--- src/rtl/s32x_fb_arbiter_pkg.sv ---
// Shared types and defaults for the 32X framebuffer bank arbiter.
package s32x_fb_arbiter_pkg;

    typedef enum logic [1:0] {
        FBARB_DISP = 2'd0,
        FBARB_FILL = 2'd1,
        FBARB_WR   = 2'd2,
        FBARB_RD   = 2'd3
    } FBARB_SRC_t;

    typedef enum logic {
        FBARB_IDLE = 1'b0,
        FBARB_SLOT = 1'b1
    } FBARB_ST_t;

    localparam int FBARB_ACC_CYC_DEF = 3;
    localparam int FBARB_STARVE_DEF  = 15;

endpackage

--- src/rtl/s32x_fb_arb_pick.sv ---
// Combinational priority picker: DISP > FILL > WR > RD, or DISP > RD > FILL > WR
// while the starve flag is raised. Requests in the exclude mask are ignored.
module s32x_fb_arb_pick
    import s32x_fb_arbiter_pkg::*;
(
    input  logic [3:0]  req_i,
    input  logic [3:0]  excl_i,
    input  logic        starve_i,
    output logic        vld_o,
    output FBARB_SRC_t  src_o
);

    logic [3:0] cand;

    assign cand = req_i & ~excl_i;

    always_comb begin
        vld_o = |cand;
        src_o = FBARB_DISP;
        if (cand[0]) begin
            src_o = FBARB_DISP;
        end else if (starve_i && cand[3]) begin
            src_o = FBARB_RD;
        end else if (cand[1]) begin
            src_o = FBARB_FILL;
        end else if (cand[2]) begin
            src_o = FBARB_WR;
        end else if (cand[3]) begin
            src_o = FBARB_RD;
        end
    end

endmodule

--- src/rtl/s32x_fb_arbiter.sv ---
// Framebuffer bank arbiter: four requesters share one DRAM port in fixed-length slots.
// Define S32X_FB_ARB_STARVE_EN to promote long-waiting CPU reads above FILL/WR.
module s32x_fb_arbiter
    import s32x_fb_arbiter_pkg::*;
#(
    parameter int ACC_CYC    = FBARB_ACC_CYC_DEF,
    parameter int STARVE_MAX = FBARB_STARVE_DEF
) (
    input  logic        clk_i,
    input  logic        rst_n_i,
    input  logic        disp_req_i,
    input  logic        fill_req_i,
    input  logic        wr_req_i,
    input  logic        rd_req_i,
    input  logic [15:0] disp_a_i,
    input  logic [15:0] fill_a_i,
    input  logic [15:0] wr_a_i,
    input  logic [15:0] rd_a_i,
    input  logic [15:0] fill_d_i,
    input  logic [15:0] wr_d_i,
    input  logic [1:0]  fill_we_i,
    input  logic [1:0]  wr_we_i,
    output logic        disp_ack_o,
    output logic        fill_ack_o,
    output logic        wr_ack_o,
    output logic        rd_ack_o,
    output logic [15:0] disp_q_o,
    output logic [15:0] rd_q_o,
    output logic [15:0] mem_a_o,
    output logic [15:0] mem_d_o,
    output logic [1:0]  mem_we_o,
    output logic        mem_rd_o,
    input  logic [15:0] mem_q_i,
    output logic        busy_o,
    output logic [1:0]  gnt_id_o
);

    localparam logic [2:0] CNT_LOAD = 3'(ACC_CYC - 1);

    FBARB_ST_t   state_q, state_d;
    FBARB_SRC_t  gnt_q, gnt_d, pick_src;
    logic [2:0]  cnt_q, cnt_d;
    logic [15:0] mem_a_q, mem_a_d, mem_dat_q, mem_dat_d;
    logic [1:0]  mem_we_q, mem_we_d;
    logic        mem_rd_q, mem_rd_d;
    logic [3:0]  ack_q, ack_d;
    logic [15:0] disp_q_q, disp_q_d, rd_q_q, rd_q_d;
    logic [3:0]  req_v, excl;
    logic        slot_done, arb_en, pick_vld, starve;

    assign req_v     = {rd_req_i, wr_req_i, fill_req_i, disp_req_i};
    assign slot_done = (state_q == FBARB_SLOT) && (cnt_q == 3'd0);
    assign arb_en    = (state_q == FBARB_IDLE) || slot_done;
    // The finishing grantee sits out the arbitration at its own completion edge.
    assign excl      = slot_done ? (4'b0001 << gnt_q) : 4'b0000;

    s32x_fb_arb_pick u_pick (
        .req_i    (req_v),
        .excl_i   (excl),
        .starve_i (starve),
        .vld_o    (pick_vld),
        .src_o    (pick_src)
    );

`ifdef S32X_FB_ARB_STARVE_EN
    logic [3:0] rd_wait_q, rd_wait_d;
    logic       rd_served;

    assign starve    = (rd_wait_q == 4'(STARVE_MAX));
    assign rd_served = (state_q == FBARB_SLOT) && (gnt_q == FBARB_RD);

    always_comb begin
        rd_wait_d = rd_wait_q;
        if (arb_en && pick_vld && (pick_src == FBARB_RD)) begin
            rd_wait_d = 4'd0;
        end else if (rd_req_i && !rd_served && !starve) begin
            rd_wait_d = rd_wait_q + 4'd1;
        end
    end

    always_ff @(posedge clk_i or negedge rst_n_i) begin
        if (!rst_n_i) begin
            rd_wait_q <= 4'd0;
        end else begin
            rd_wait_q <= rd_wait_d;
        end
    end
`else
    assign starve = 1'b0;
`endif

    always_comb begin
        state_d   = state_q;
        gnt_d     = gnt_q;
        cnt_d     = cnt_q;
        mem_a_d   = mem_a_q;
        mem_dat_d = mem_dat_q;
        mem_we_d  = mem_we_q;
        mem_rd_d  = mem_rd_q;
        ack_d     = 4'b0000;
        disp_q_d  = disp_q_q;
        rd_q_d    = rd_q_q;

        if ((state_q == FBARB_SLOT) && (cnt_q != 3'd0)) begin
            cnt_d = cnt_q - 3'd1;
        end

        if (slot_done) begin
            ack_d[gnt_q] = 1'b1;
            if (gnt_q == FBARB_DISP) disp_q_d = mem_q_i;
            if (gnt_q == FBARB_RD)   rd_q_d   = mem_q_i;
        end

        if (arb_en) begin
            if (pick_vld) begin
                state_d = FBARB_SLOT;
                gnt_d   = pick_src;
                cnt_d   = CNT_LOAD;
                case (pick_src)
                    FBARB_DISP: begin
                        mem_a_d   = disp_a_i;
                        mem_dat_d = 16'h0000;
                        mem_we_d  = 2'b00;
                        mem_rd_d  = 1'b1;
                    end
                    FBARB_FILL: begin
                        mem_a_d   = fill_a_i;
                        mem_dat_d = fill_d_i;
                        mem_we_d  = fill_we_i;
                        mem_rd_d  = 1'b0;
                    end
                    FBARB_WR: begin
                        mem_a_d   = wr_a_i;
                        mem_dat_d = wr_d_i;
                        mem_we_d  = wr_we_i;
                        mem_rd_d  = 1'b0;
                    end
                    default: begin
                        mem_a_d   = rd_a_i;
                        mem_dat_d = 16'h0000;
                        mem_we_d  = 2'b00;
                        mem_rd_d  = 1'b1;
                    end
                endcase
            end else begin
                state_d   = FBARB_IDLE;
                mem_a_d   = 16'h0000;
                mem_dat_d = 16'h0000;
                mem_we_d  = 2'b00;
                mem_rd_d  = 1'b0;
            end
        end
    end

    always_ff @(posedge clk_i or negedge rst_n_i) begin
        if (!rst_n_i) begin
            state_q   <= FBARB_IDLE;
            gnt_q     <= FBARB_DISP;
            cnt_q     <= 3'd0;
            mem_a_q   <= 16'h0000;
            mem_dat_q <= 16'h0000;
            mem_we_q  <= 2'b00;
            mem_rd_q  <= 1'b0;
            ack_q     <= 4'b0000;
            disp_q_q  <= 16'h0000;
            rd_q_q    <= 16'h0000;
        end else begin
            state_q   <= state_d;
            gnt_q     <= gnt_d;
            cnt_q     <= cnt_d;
            mem_a_q   <= mem_a_d;
            mem_dat_q <= mem_dat_d;
            mem_we_q  <= mem_we_d;
            mem_rd_q  <= mem_rd_d;
            ack_q     <= ack_d;
            disp_q_q  <= disp_q_d;
            rd_q_q    <= rd_q_d;
        end
    end

    assign disp_ack_o = ack_q[0];
    assign fill_ack_o = ack_q[1];
    assign wr_ack_o   = ack_q[2];
    assign rd_ack_o   = ack_q[3];
    assign disp_q_o   = disp_q_q;
    assign rd_q_o     = rd_q_q;
    assign mem_a_o    = mem_a_q;
    assign mem_d_o    = mem_dat_q;
    assign mem_we_o   = mem_we_q;
    assign mem_rd_o   = mem_rd_q;
    assign busy_o     = (state_q == FBARB_SLOT);
    assign gnt_id_o   = gnt_q;

    // A requester must keep REQ high for the whole of its slot.
    a_req_held: assert property (@(posedge clk_i) disable iff (!rst_n_i)
        (state_q == FBARB_SLOT) |-> req_v[gnt_q]);

    a_param_ok: assert property (@(posedge clk_i)
        (ACC_CYC >= 1) && (ACC_CYC <= 8) && (STARVE_MAX >= 1) && (STARVE_MAX <= 15));

endmodule
--- config.mk ---
export PLATFORM = sky130hd
export DESIGN_NAME = s32x_fb_arbiter
export DESIGN_NICKNAME = d
export VERILOG_FILES = /design/src/rtl/s32x_fb_arbiter_pkg.sv /design/src/rtl/s32x_fb_arb_pick.sv /design/src/rtl/s32x_fb_arbiter.sv
export SDC_FILE = /design/constraint.sdc
export NUM_CORES = 1
export LEC_CHECK = 0
export CAP_MARGIN = 20
export CORE_ASPECT_RATIO = 0.8
export CORE_MARGIN = 1.5
export CORE_UTILIZATION = 41
export CTS_BUF_LIST = sky130_fd_sc_hd__clkbuf_4 sky130_fd_sc_hd__clkbuf_8 sky130_fd_sc_hd__clkbuf_16
export DETAILED_ROUTE_END_ITERATION = 10
export GPL_ROUTABILITY_DRIVEN = 0
export HOLD_SLACK_MARGIN = 0.05
export PLACE_DENSITY_LB_ADDON = 0.12
export SETUP_SLACK_MARGIN = 0.3
export SLEW_MARGIN = 10
export SYNTH_ARGS = -nofsm -noshare
export SYNTH_HDL_FRONTEND = slang
export SYNTH_SLANG_ARGS = --single-unit
export TNS_END_PERCENT = 5
--- constraint.sdc ---
create_clock -name clk_i -period 5.2 [get_ports clk_i]
set_input_delay 1.04 -clock clk_i [delete_from_list [all_inputs] [get_ports clk_i]]
set_output_delay 1.04 -clock clk_i [all_outputs]
set_load 0.01 [all_outputs]
==> summary.txt, run 1 <==
P&R area growth vs syn: 65.8%
Pin count of the biggest net entering global routing: 78
Library cell occupying the most area in the post-synthesis netlist: sky130_fd_sc_hd__dfrtp_1
Highest achievable clock rate: 306 MHz
Fraction of layout instances using a drive strength above 1: 7.65%
Number of DRC violations after detailed-routing iteration 0: 207
Area of the die: 8930 um2
Number of nets still failing antenna checks after routing: 0
Synth area leaders: sky130_fd_sc_hd__dfrtp_1, sky130_fd_sc_hd__nand2_1, sky130_fd_sc_hd__o21ai_0, sky130_fd_sc_hd__mux2_2, sky130_fd_sc_hd__a222oi_1
Commonest cells after routing, fill and taps aside: sky130_fd_sc_hd__clkdlybuf4s50_1, sky130_fd_sc_hd__nand2_1, sky130_fd_sc_hd__dfrtp_1, sky130_fd_sc_hd__o21ai_0, sky130_fd_sc_hd__nor2_1
Post-layout util: 70.9%
Syn. warnings: 0
Clock latency of the later-clocked register in the worst-skew pair: 0.35 ns
Clock-pin slew of the registers on the worst-case setup and hold paths: 0.08 ns
Number of buffers inserted for hold repair after clock tree synthesis: 0
Cell total after placement: 628
Proportion of power drawn by flip-flops and latches: 35.3%
Setup TNS: 0 ns
Cell chosen for the clock root: sky130_fd_sc_hd__clkbuf_8
Final Skew: 0.0140 ns
Quantity of gates resized following cts: 0
Die extent in x: 105 um
Number of nets in the final layout: 659
Post-Route WL: 10.5 mm
CP Max Fanout: 27
Count of final max-slew check failures: 0
Switching component of the power: 1.01 mW
Unrepaired setup endpoints after global routing: false
Detailed-route DRC error count: 0
Most common cell after layout, fill and taps aside: sky130_fd_sc_hd__clkdlybuf4s50_1
Max_slew headroom: 29.9%
Maximum clock path buffer count: 2
Period minus WS final: 3.26 ns
First-pass GRT wire length: 16.7 mm
Net count after synthesis: 471
Power density over the cells: 502 nW/um2
Routed wire length per instance: 16.2 um
Overall Power: 2.85 mW
Vias per cell: 5.15
Netlist area before placement: 3430 um2
Class of the worst hold path: reg2reg
Worst endpoint required time: 5.41 ns
Setup-violating endpoint count in the final report: 0
Setup slack after placement: 1.61 ns
Number of inserted diodes: 0
Number of placement rows: 29
Cells after Synth: 343
Worst setup path class: in2reg
Static Leakage: 2.46 nW
Pin slew with the least headroom to its limit: 1.05 ns
GR Util All Layers: 24.0%
I/O pin cnt: 196
Final count of hold timing violations: 0
Antenna violations before repair: 0
Vias in the first global route: 3302
Clk network pwr share: 16.4%
Average instance area after synthesis: 10.0 um2
Top cell type's share of synthesized area: 56.2%
Combinational fraction of design power: 48.4%
Register area share after synthesis: 56.2%
Clk sinks: 77
Number of buffers added on ports: 195
Outcome: finished clean
First-pass iteration count of the detailed router: 8
H-tree depth: 3
Overall via count from detail_route: 3318
Number of synthesized register bits: 77
Power Internal: 1.84 mW
Data arrival time of the worst path: 3.47 ns
Layout fillers: 623
Max Cap Viol: 0
Floorplan core area: 8020 um2
Grt ovf: 0
Starting density of the core: 42.8%
Die height: 84.8 um
Clock buffers created by TritonCTS: 9
HPWL Detailed: 7.73 mm
Final worst path period share: 62.8%
Worst-case vdd ir drop: 325 uV
Capturing element type of the critical path: flop
Setup slack of the critical path after layout: 1.94 ns
Net switching share of the total power: 35.4%
CTS tree: done
Buffer count from post-CTS setup fixing: 0
Number of library cell types mapped by synthesis: 29
Final standard cell count with taps included and fillers excluded: 644
Category of the worst setup path launch point: input port
worst max-delay path: stages:
cell,delay (ns)
sky130_fd_sc_hd__clkdlybuf4s50_1,0.40
sky130_fd_sc_hd__o21ai_0,0.15
sky130_fd_sc_hd__nand2_1,0.10
sky130_fd_sc_hd__a21oi_1,0.31
sky130_fd_sc_hd__inv_1,0.11
sky130_fd_sc_hd__ha_1,0.37
sky130_fd_sc_hd__buf_16,0.24
sky130_fd_sc_hd__a222oi_1,0.38
sky130_fd_sc_hd__nor2_1,0.08
sky130_fd_sc_hd__a21oi_1,0.18
sky130_fd_sc_hd__o21ai_0,0.10
metrics by stage:
| stage | hold slack [ns] | area [um2] |
|---|---|---|
| after global placement | 0.458 | 5440 |
| after floorplan | 0.451 | 3430 |
| after detailed placement | 0.461 | 5480 |
| after CTS | 0.482 | 5690 |
| after global routing | 0.502 | 5690 |
| final | 0.475 | 5690 |
cell type report:
type | count | area, um2 | area share, %
inverters | 8 | 30.0 | 0.528
repair buffers | 199 | 2010 | 35.3
flip-flops and latches | 77 | 1930 | 33.9
multi-input cells | 236 | 1380 | 24.3
clock buffers | 10 | 138 | 2.42
clock inverters | 6 | 70.1 | 1.23
well taps | 108 | 135 | 2.38
state kept, by name, summed over array words and instances (netlist names):
name	count
mem_a_o	16
mem_we_o	2
busy_o	1
gnt_id_o	2
mem_rd_o	1
ack_q	4
cnt_q	3
rd_q_o	16
disp_q_o	16
mem_d_o	16
cell families after synthesis:
logic type / share of synthesized area [%]
multiplexers: 5.84
buffers and inverters: 3.90
XOR/XNOR: 0.255
AO/OA/AOI/OAI: 17.9
AND/OR/NAND/NOR: 13.7
adder cells (fa/ha/maj): 2.19
flip-flops: 56.2
final timing paths:
kind	startpoint	to	slack, ns	cells past startpoint
setup / recovery	fill_req_i	mem_a_o[3]	1.94	11
hold / removal	disp_q_o[2]	disp_q_o[2]	0.47	2
setup reg to reg	cnt_q[0]	mem_a_o[3]	2.00	13
hold reg to reg	disp_q_o[2]	disp_q_o[2]	0.47	2
max in group asynchronous	rst_n_i	ack_q[2]	3.73	1
min in group asynchronous	rst_n_i	mem_d_o[12]	0.85	1
synth_stat cells (all sizes together):
cell / n
a21boi: 1
a21oi: 17
a222oi: 16
a22o: 2
a22oi: 18
a2bb2oi: 1
and2: 1
buf: 5
clkbuf: 17
clkinv: 1
dfrtp: 77
ha: 6
inv: 7
mux2: 16
mux2i: 2
nand2: 87
nand2b: 3
nand3: 1
nand3b: 1
nand4: 1
nor2: 20
o21ai: 40
or2: 1
or3b: 1
xnor2: 1
per-layer routing:
layer  track usage (%)  vias up  part of all wire [%]
met1              29.6     1575                    41
met5                 0        -                     0
met4              9.59        0                   2.7
met2              39.6      142                    49
met3              7.38       24                   7.4
li1                  -     1577                     -
power by group through the flow:
stage / Clock [mW] / Combinational (mW) / Sequential (mW)
floorplan: 0 / 0.498 / 1.13
global placement: 0 / 1.35 / 1.00
detailed placement: 0 / 1.39 / 1.02
CTS: 0.478 / 1.39 / 1.01
global route: 0.500 / 1.51 / 1.04
finish: 0.467 / 1.38 / 1.01
Note: power is estimated with default switching activity, not from simulation.
==> inputs of run 2 (changes only) <==
CORE_UTILIZATION = 38   (was 41)
clock period = 3.3 ns   (was 5.2 ns; I/O delays follow)
==> run 2 against run 1 <==
Against the previous run: first-iteration DRC count up 16%; non-clock buffer count up 3; highest routed layer unchanged; total power up 69%; die area up 7.6%; register-to-register slack worse by 1.5 ns; clock skew down 0.0098 ns; critical path type is now reg2reg; global-route usage down 1.2 points; sequential power up 57%.
==> summary.txt, run 2 (synthesis results as in run 1) <==
Outcome: finished clean
Reg2Reg Capture Point: mem_a_o[11]
Highest achievable clock rate: 354 MHz
Setup slack after placement: 0.167 ns (-1.44 ns)
H-tree depth: 3 (unchanged)
Worst setup path class: reg2reg
Buffer count from post-CTS setup fixing: 0 (unchanged)
Grt ovf: 0 (unchanged)
Post-layout util: 67.3% (-3.6 points)
Fraction of layout instances using a drive strength above 1: 8.72% (+1.1 points)
First-pass GRT wire length: 16.5 mm (-0.95%)
Die height: 88.0 um (+3.7%)
Final Skew: 0.00418 ns (-0.00978 ns)
Overall Power: 4.82 mW (+69%)
Cells along the critical path: inv_1 > ha_1 > nand2b_1 > o21ai_0 > nand2_1 > a21oi_1 > inv_1 > ha_2 > a222oi_1 > nor2_1 > a21oi_1 > o21ai_0
Detailed-route DRC error count: 0 (unchanged)
First-pass iteration count of the detailed router: 5 (-3)
Cell total after placement: 635 (+1.1%)
Data arrival time of the worst path: 3.03 ns (-0.44 ns)
P&R area growth vs syn: 69.5%
Clock buffers created by TritonCTS: 9 (unchanged)
GR Util All Layers: 22.8% (-1.2 points)
Worst-case vdd ir drop: 441 uV (+36%)
Quantity of gates resized following cts: 1 (+1)
Vias in the first global route: 3299 (-0.091%)
Pin slew with the least headroom to its limit: 0.974 ns (-0.0775 ns)
Max_slew headroom: 35.0% (+5.2 points)
Number of DRC violations after detailed-routing iteration 0: 240 (+16%)
Final-layout worst hold slack: 0.466 ns (-0.00860 ns)
Final count of hold timing violations: 0 (unchanged)
I/O pin cnt: 196 (unchanged)
Die extent in x: 109 um (+3.8%)
Period minus WS final: 2.83 ns
Number of buffers added on ports: 195 (unchanged)
Capturing element type of the critical path: flop
Clock latency of the later-clocked register in the worst-skew pair: 0.33 ns (-0.02 ns)
Library cell contributing the largest single delay on the critical path: sky130_fd_sc_hd__dfrtp_1
Unrepaired setup endpoints after global routing: true
Post-Route WL: 10.5 mm (+0.34%)
Antenna violations before repair: 0 (unchanged)
Vias per cell: 5.07 (-1.7%)
Number of buffers inserted for hold repair after clock tree synthesis: 0 (unchanged)
Most common cell after layout, fill and taps aside: sky130_fd_sc_hd__clkdlybuf4s50_1
Final standard cell count with taps included and fillers excluded: 651 (+1.1%)
Gate family responsible for the most delay along the worst path: compound AO/OA/AOI/OAI gates
Floorplan core area: 8630 um2 (+7.7%)
Power density over the cells: 829 nW/um2 (+65%)
Setup slack of the critical path after layout: 0.474 ns (-1.46 ns)
Cell chosen for the clock root: sky130_fd_sc_hd__clkbuf_16
Clock-pin slew of the registers on the worst-case setup and hold paths: 0.06 ns (-0.02 ns)
Worst r2r src: cnt_q[0]
Delay of the slowest critical-path stage: 0.39 ns (about the same)
HPWL Detailed: 7.50 mm (-3.0%)
Routed wire length per instance: 16.1 um (-0.73%)
Maximum clock path buffer count: 2 (unchanged)
Static Leakage: 2.52 nW (+2.2%)
Final Instance Area: 5810 um2 (+2.2%)
Setup TNS: 0 ns (unchanged)
Number of nets in the final layout: 662 (+0.46%)
Class of the worst hold path: in2async
Max Cap Viol: 0 (unchanged)
Setup-violating endpoint count in the final report: 0 (unchanged)
Number of placement rows: 30 (+3.4%)
Commonest cells after routing, fill and taps aside: sky130_fd_sc_hd__clkdlybuf4s50_1, sky130_fd_sc_hd__nand2_1, sky130_fd_sc_hd__dfrtp_1, sky130_fd_sc_hd__o21ai_0, sky130_fd_sc_hd__nor2_1
Critical path buffer and inverter count: 2 (-1)
Count of final max-slew check failures: 0 (unchanged)
Final worst path period share: 85.6%
Worst reg-to-reg path cell count: 12 (-1)
Worst endpoint required time: 3.50 ns (-1.91 ns)
Area after DPL: 5480 um2 (unchanged)
CTS tree: done
Category of the worst setup path launch point: flop
Clk sinks: 77 (unchanged)
Number of nets still failing antenna checks after routing: 0 (unchanged)
CP Max Fanout: 18 (-33%)
Area of the die: 9610 um2 (+7.6%)
Number of inserted diodes: 0 (unchanged)
Pin count of the biggest net entering global routing: 78 (unchanged)
Starting density of the core: 39.7% (-3.0 points)
Overall via count from detail_route: 3298 (-0.60%)
Slack of the worst reg-to-reg path: 0.47 ns (-1.53 ns)
==> run 2: area by class of cell <==
class	instances	area (um2)
Fill cell	721	2820
Timing Repair Buffer	202	2000
Sequential cell	77	1930
Multi-Input combinational cell	236	1390
Clock buffer	10	239
Tap cell	112	140
Clock inverter	6	86.3
Inverter	8	30.0
==> run 2: per-layer routing <==
layer  track usage, %  share of wire, %  routed length [um]  up-vias
li1                 -                 -                   -     1586
met1             28.1                41                4320     1571
met2             37.3                49                5160      126
met3             8.11               7.7                 806       15
met4             8.03               1.9                 202        0
met5                0                 0                   0        -
==> run 2: power breakdown <==
| group | total [mW] | switching, mW | internal (mW) | leakage (nW) |
|---|---|---|---|---|
| clock | 1.07 | 0.387 | 0.681 | 0.158 |
| sequential | 1.59 | 0.223 | 1.37 | 0.995 |
| combinational | 2.16 | 0.990 | 1.17 | 1.36 |
| total | 4.82 | 1.60 | 3.22 | 2.52 |
==> run 2: worst register-to-register path, stage by stage, from the launching register on <==
cell and delay [ns]:
sky130_fd_sc_hd__dfrtp_1 0.39, sky130_fd_sc_hd__inv_1 0.09, sky130_fd_sc_hd__ha_1 0.26, sky130_fd_sc_hd__nand2b_1 0.13, sky130_fd_sc_hd__o21ai_0 0.29, sky130_fd_sc_hd__nand2_1 0.09, sky130_fd_sc_hd__a21oi_1 0.28, sky130_fd_sc_hd__inv_1 0.13
sky130_fd_sc_hd__ha_2 0.34, sky130_fd_sc_hd__a222oi_1 0.37, sky130_fd_sc_hd__nor2_1 0.08, sky130_fd_sc_hd__a21oi_1 0.15, sky130_fd_sc_hd__o21ai_0 0.10
==> run 2: worst max path at each step <==
stage	startpoint	endpoint	slack [ns]	cells past startpoint
after floorplan	gnt_id_o[0]	mem_d_o[10]	0.51	11
after global placement	rd_req_i	mem_d_o[15]	0.29	9
after detailed placement	rd_req_i	mem_d_o[8]	0.17	9
after CTS	cnt_q[0]	mem_a_o[11]	0.34	12
after global routing	cnt_q[0]	mem_a_o[11]	0.22	12
final	cnt_q[0]	mem_a_o[11]	0.47	12
==> inputs of run 3 (changes only) <==
CORE_MARGIN = 4   (was 1.5)
==> run 3 against run 2 <==
Against the previous run: clock power down 4%; first-iteration DRC count grew 4.6%; core utilization is 0.14 points lower; maximum frequency up 4.7%; sequential share of layout area up 0.072 points; flip-flop and latch count unchanged; total power fell by 0.52%; final area shrank 0.22%; combinational power hardly changed; clock skew rose by 0.0050 ns; hold slack worse by 0.017 ns; via count rose by 0.94%; largest cell class unchanged; highest routed layer unchanged.
==> summary.txt, run 3 (synthesis results as in run 1) <==
Outcome: finished clean
Clock latency of the later-clocked register in the worst-skew pair: 0.33 ns (about the same)
Antenna violations before repair: 0 (unchanged)
Clk sinks: 77 (unchanged)
Area of the die: 10600 um2 (+11%)
Number of buffers added on ports: 195 (unchanged)
HPWL Detailed: 8.03 mm (+7.1%)
Cell with the most instances on the worst path: sky130_fd_sc_hd__inv_1
Number of placement rows: 30 (unchanged)
Highest achievable clock rate: 370 MHz (+4.7%)
Number of nets still failing antenna checks after routing: 0 (unchanged)
Die extent in x: 114 um (+4.6%)
First-pass GRT wire length: 17.3 mm (+4.9%)
Fraction of layout instances using a drive strength above 1: 8.74% (+0.016 points)
Number of DRC violations after detailed-routing iteration 0: 251 (+4.6%)
Period minus WS final: 2.70 ns (-0.126 ns)
Overall Power: 4.79 mW (-0.52%)
Worst-case vdd ir drop: 386 uV (-12%)
Setup-violating endpoint count in the final report: 0 (unchanged)
Setup TNS: 0 ns (unchanged)
Floorplan core area: 8630 um2 (unchanged)
Unrepaired setup endpoints after global routing: true
Number of buffers inserted for hold repair after clock tree synthesis: 0 (unchanged)
Detailed-route DRC error count: 0 (unchanged)
Static Leakage: 2.51 nW (-0.33%)
Power Internal: 3.19 mW (-0.88%)
Capturing element type of the critical path: flop
Worst endpoint required time: 3.50 ns (about the same)
Combinational fraction of design power: 45.4% (+0.6 points)
Grt ovf: 0 (unchanged)
Cell total after placement: 634 (-0.16%)
Clock buffers created by TritonCTS: 9 (unchanged)
Final worst path period share: 81.8% (-3.8 points)
Max Cap Viol: 0 (unchanged)
Post-layout util: 67.2% (-0.14 points)
Maximum clock path buffer count: 2 (unchanged)
Number of nets in the final layout: 661 (-0.15%)
Overall via count from detail_route: 3329 (+0.94%)
Switching component of the power: 1.60 mW (+0.19%)
Pin slew with the least headroom to its limit: 0.965 ns (-0.00947 ns)
H-tree depth: 3 (unchanged)
GR Util All Layers: 20.8% (-2.0 points)
Layout fillers: 709 (-1.7%)
Net switching share of the total power: 33.5% (+0.24 points)
Count of final max-slew check failures: 0 (unchanged)
Final Skew: 0.00923 ns (+0.00505 ns)
Class of the worst hold path: in2async
Library cell contributing the largest single delay on the critical path: sky130_fd_sc_hd__dfrtp_1
Cells along the critical path: inv_1 > ha_1 > nand2_1 > o21ai_1 > nand2b_1 > a22o_1 > inv_1 > ha_2 > a222oi_1 > nor2_1 > a21oi_1 > o21ai_0
CTS tree: done
Clk network pwr share: 21.5% (-0.7 points)
CP Max Fanout: 18 (unchanged)
Delay of the slowest critical-path stage: 0.38 ns (about the same)
I/O pin cnt: 196 (unchanged)
Clock-pin slew of the registers on the worst-case setup and hold paths: 0.06 ns (about the same)
Max_slew headroom: 35.7% (+0.63 points)
Vias in the first global route: 3458 (+4.8%)
Commonest cells after routing, fill and taps aside: sky130_fd_sc_hd__clkdlybuf4s50_1, sky130_fd_sc_hd__nand2_1, sky130_fd_sc_hd__dfrtp_1, sky130_fd_sc_hd__o21ai_0, sky130_fd_sc_hd__nor2_1
Power density over the cells: 826 nW/um2 (-0.31%)
Worst setup path class: reg2reg
Category of the worst setup path launch point: flop
Proportion of power drawn by flip-flops and latches: 33.2% (+0.2 points)
Pin count of the biggest net entering global routing: 78 (unchanged)
Most common cell after layout, fill and taps aside: sky130_fd_sc_hd__clkdlybuf4s50_1
Routed wire length per instance: 16.5 um (+2.3%)
Data arrival time of the worst path: 2.90 ns (-0.13 ns)
Cell chosen for the clock root: sky130_fd_sc_hd__clkbuf_16
First-pass iteration count of the detailed router: 5 (unchanged)
Die height: 93.0 um (+5.7%)
Final standard cell count with taps included and fillers excluded: 650 (-0.15%)
Starting density of the core: 39.7% (unchanged)
Vias per cell: 5.12 (+1.1%)
Final count of hold timing violations: 0 (unchanged)
Post-Route WL: 10.7 mm (+2.1%)
Number of inserted diodes: 0 (unchanged)
P&R area growth vs syn: 69.1%
## run 3: final cells by class
cell class / count / area (um2) / share of cell area, %
flip-flops and latches: 77 / 1930 / 33.2
inverters: 8 / 30.0 / 0.518
clock buffers: 13 / 274 / 4.72
well taps: 112 / 140 / 2.42
repair buffers: 201 / 1990 / 34.4
clock inverters: 3 / 42.5 / 0.734
multi-input cells: 236 / 1390 / 24.0
## run 3: critical path: cells and delay by family (launching register included)
family | cells | cell delay [ns]
AO/OA/AOI/OAI | 5 | 1.07
adder cells (fa/ha/maj) | 2 | 0.57
flip-flops | 1 | 0.38
AND/OR/NAND/NOR | 3 | 0.37
buffers and inverters | 2 | 0.17
## run 3: path summary, 6_finish.rpt
kind,start,to,slack (ns),cells after the start
max in group asynchronous,rst_n_i,mem_a_o[14],2.19,1
min reg2reg,cnt_q[0],cnt_q[0],0.47,1
max reg2reg,cnt_q[0],mem_a_o[1],0.60,12
min,rst_n_i,mem_d_o[14],0.45,1
max,cnt_q[0],mem_a_o[1],0.60,12
min in group clk_i,cnt_q[0],cnt_q[0],0.47,1
## run 3: what timing repair did
action | in CTS | in global routing
hold endpoints to repair | 0 | 0
setup endpoints to repair | 1 | 33
resized for setup | 1 | 5
cloned | 0 | 0
setup buffers | 0 | 0
## run 3: power groups by stage
stage               registers, mW  clock network, mW  logic [mW]
floorplan                    1.78                  0       0.785
global placement             1.58                  0        2.15
detailed placement           1.60                  0        2.19
CTS                          1.60               1.06        2.20
global route                 1.64               1.09        2.39
finish                       1.59               1.03        2.17
## run 3: stage by stage
step | setup WS, ns | hold WS, ns | instance area [um2]
floorplan | 0.512 | 0.364 | 3430
global placement | 0.309 | 0.458 | 5470
detailed placement | 0.188 | 0.461 | 5470
CTS | 0.296 | 0.474 | 5790
global route | 0.293 | 0.492 | 5800
finish | 0.600 | 0.449 | 5800
## run 3: per-layer routing
layer | vias up | part of all wire [%] | track usage, %
li1 | 1584 | - | -
met1 | 1587 | 38 | 24.2
met2 | 138 | 52 | 35.4
met3 | 20 | 7.9 | 7.44
met4 | 0 | 2.1 | 7.72
met5 | - | 0 | 0
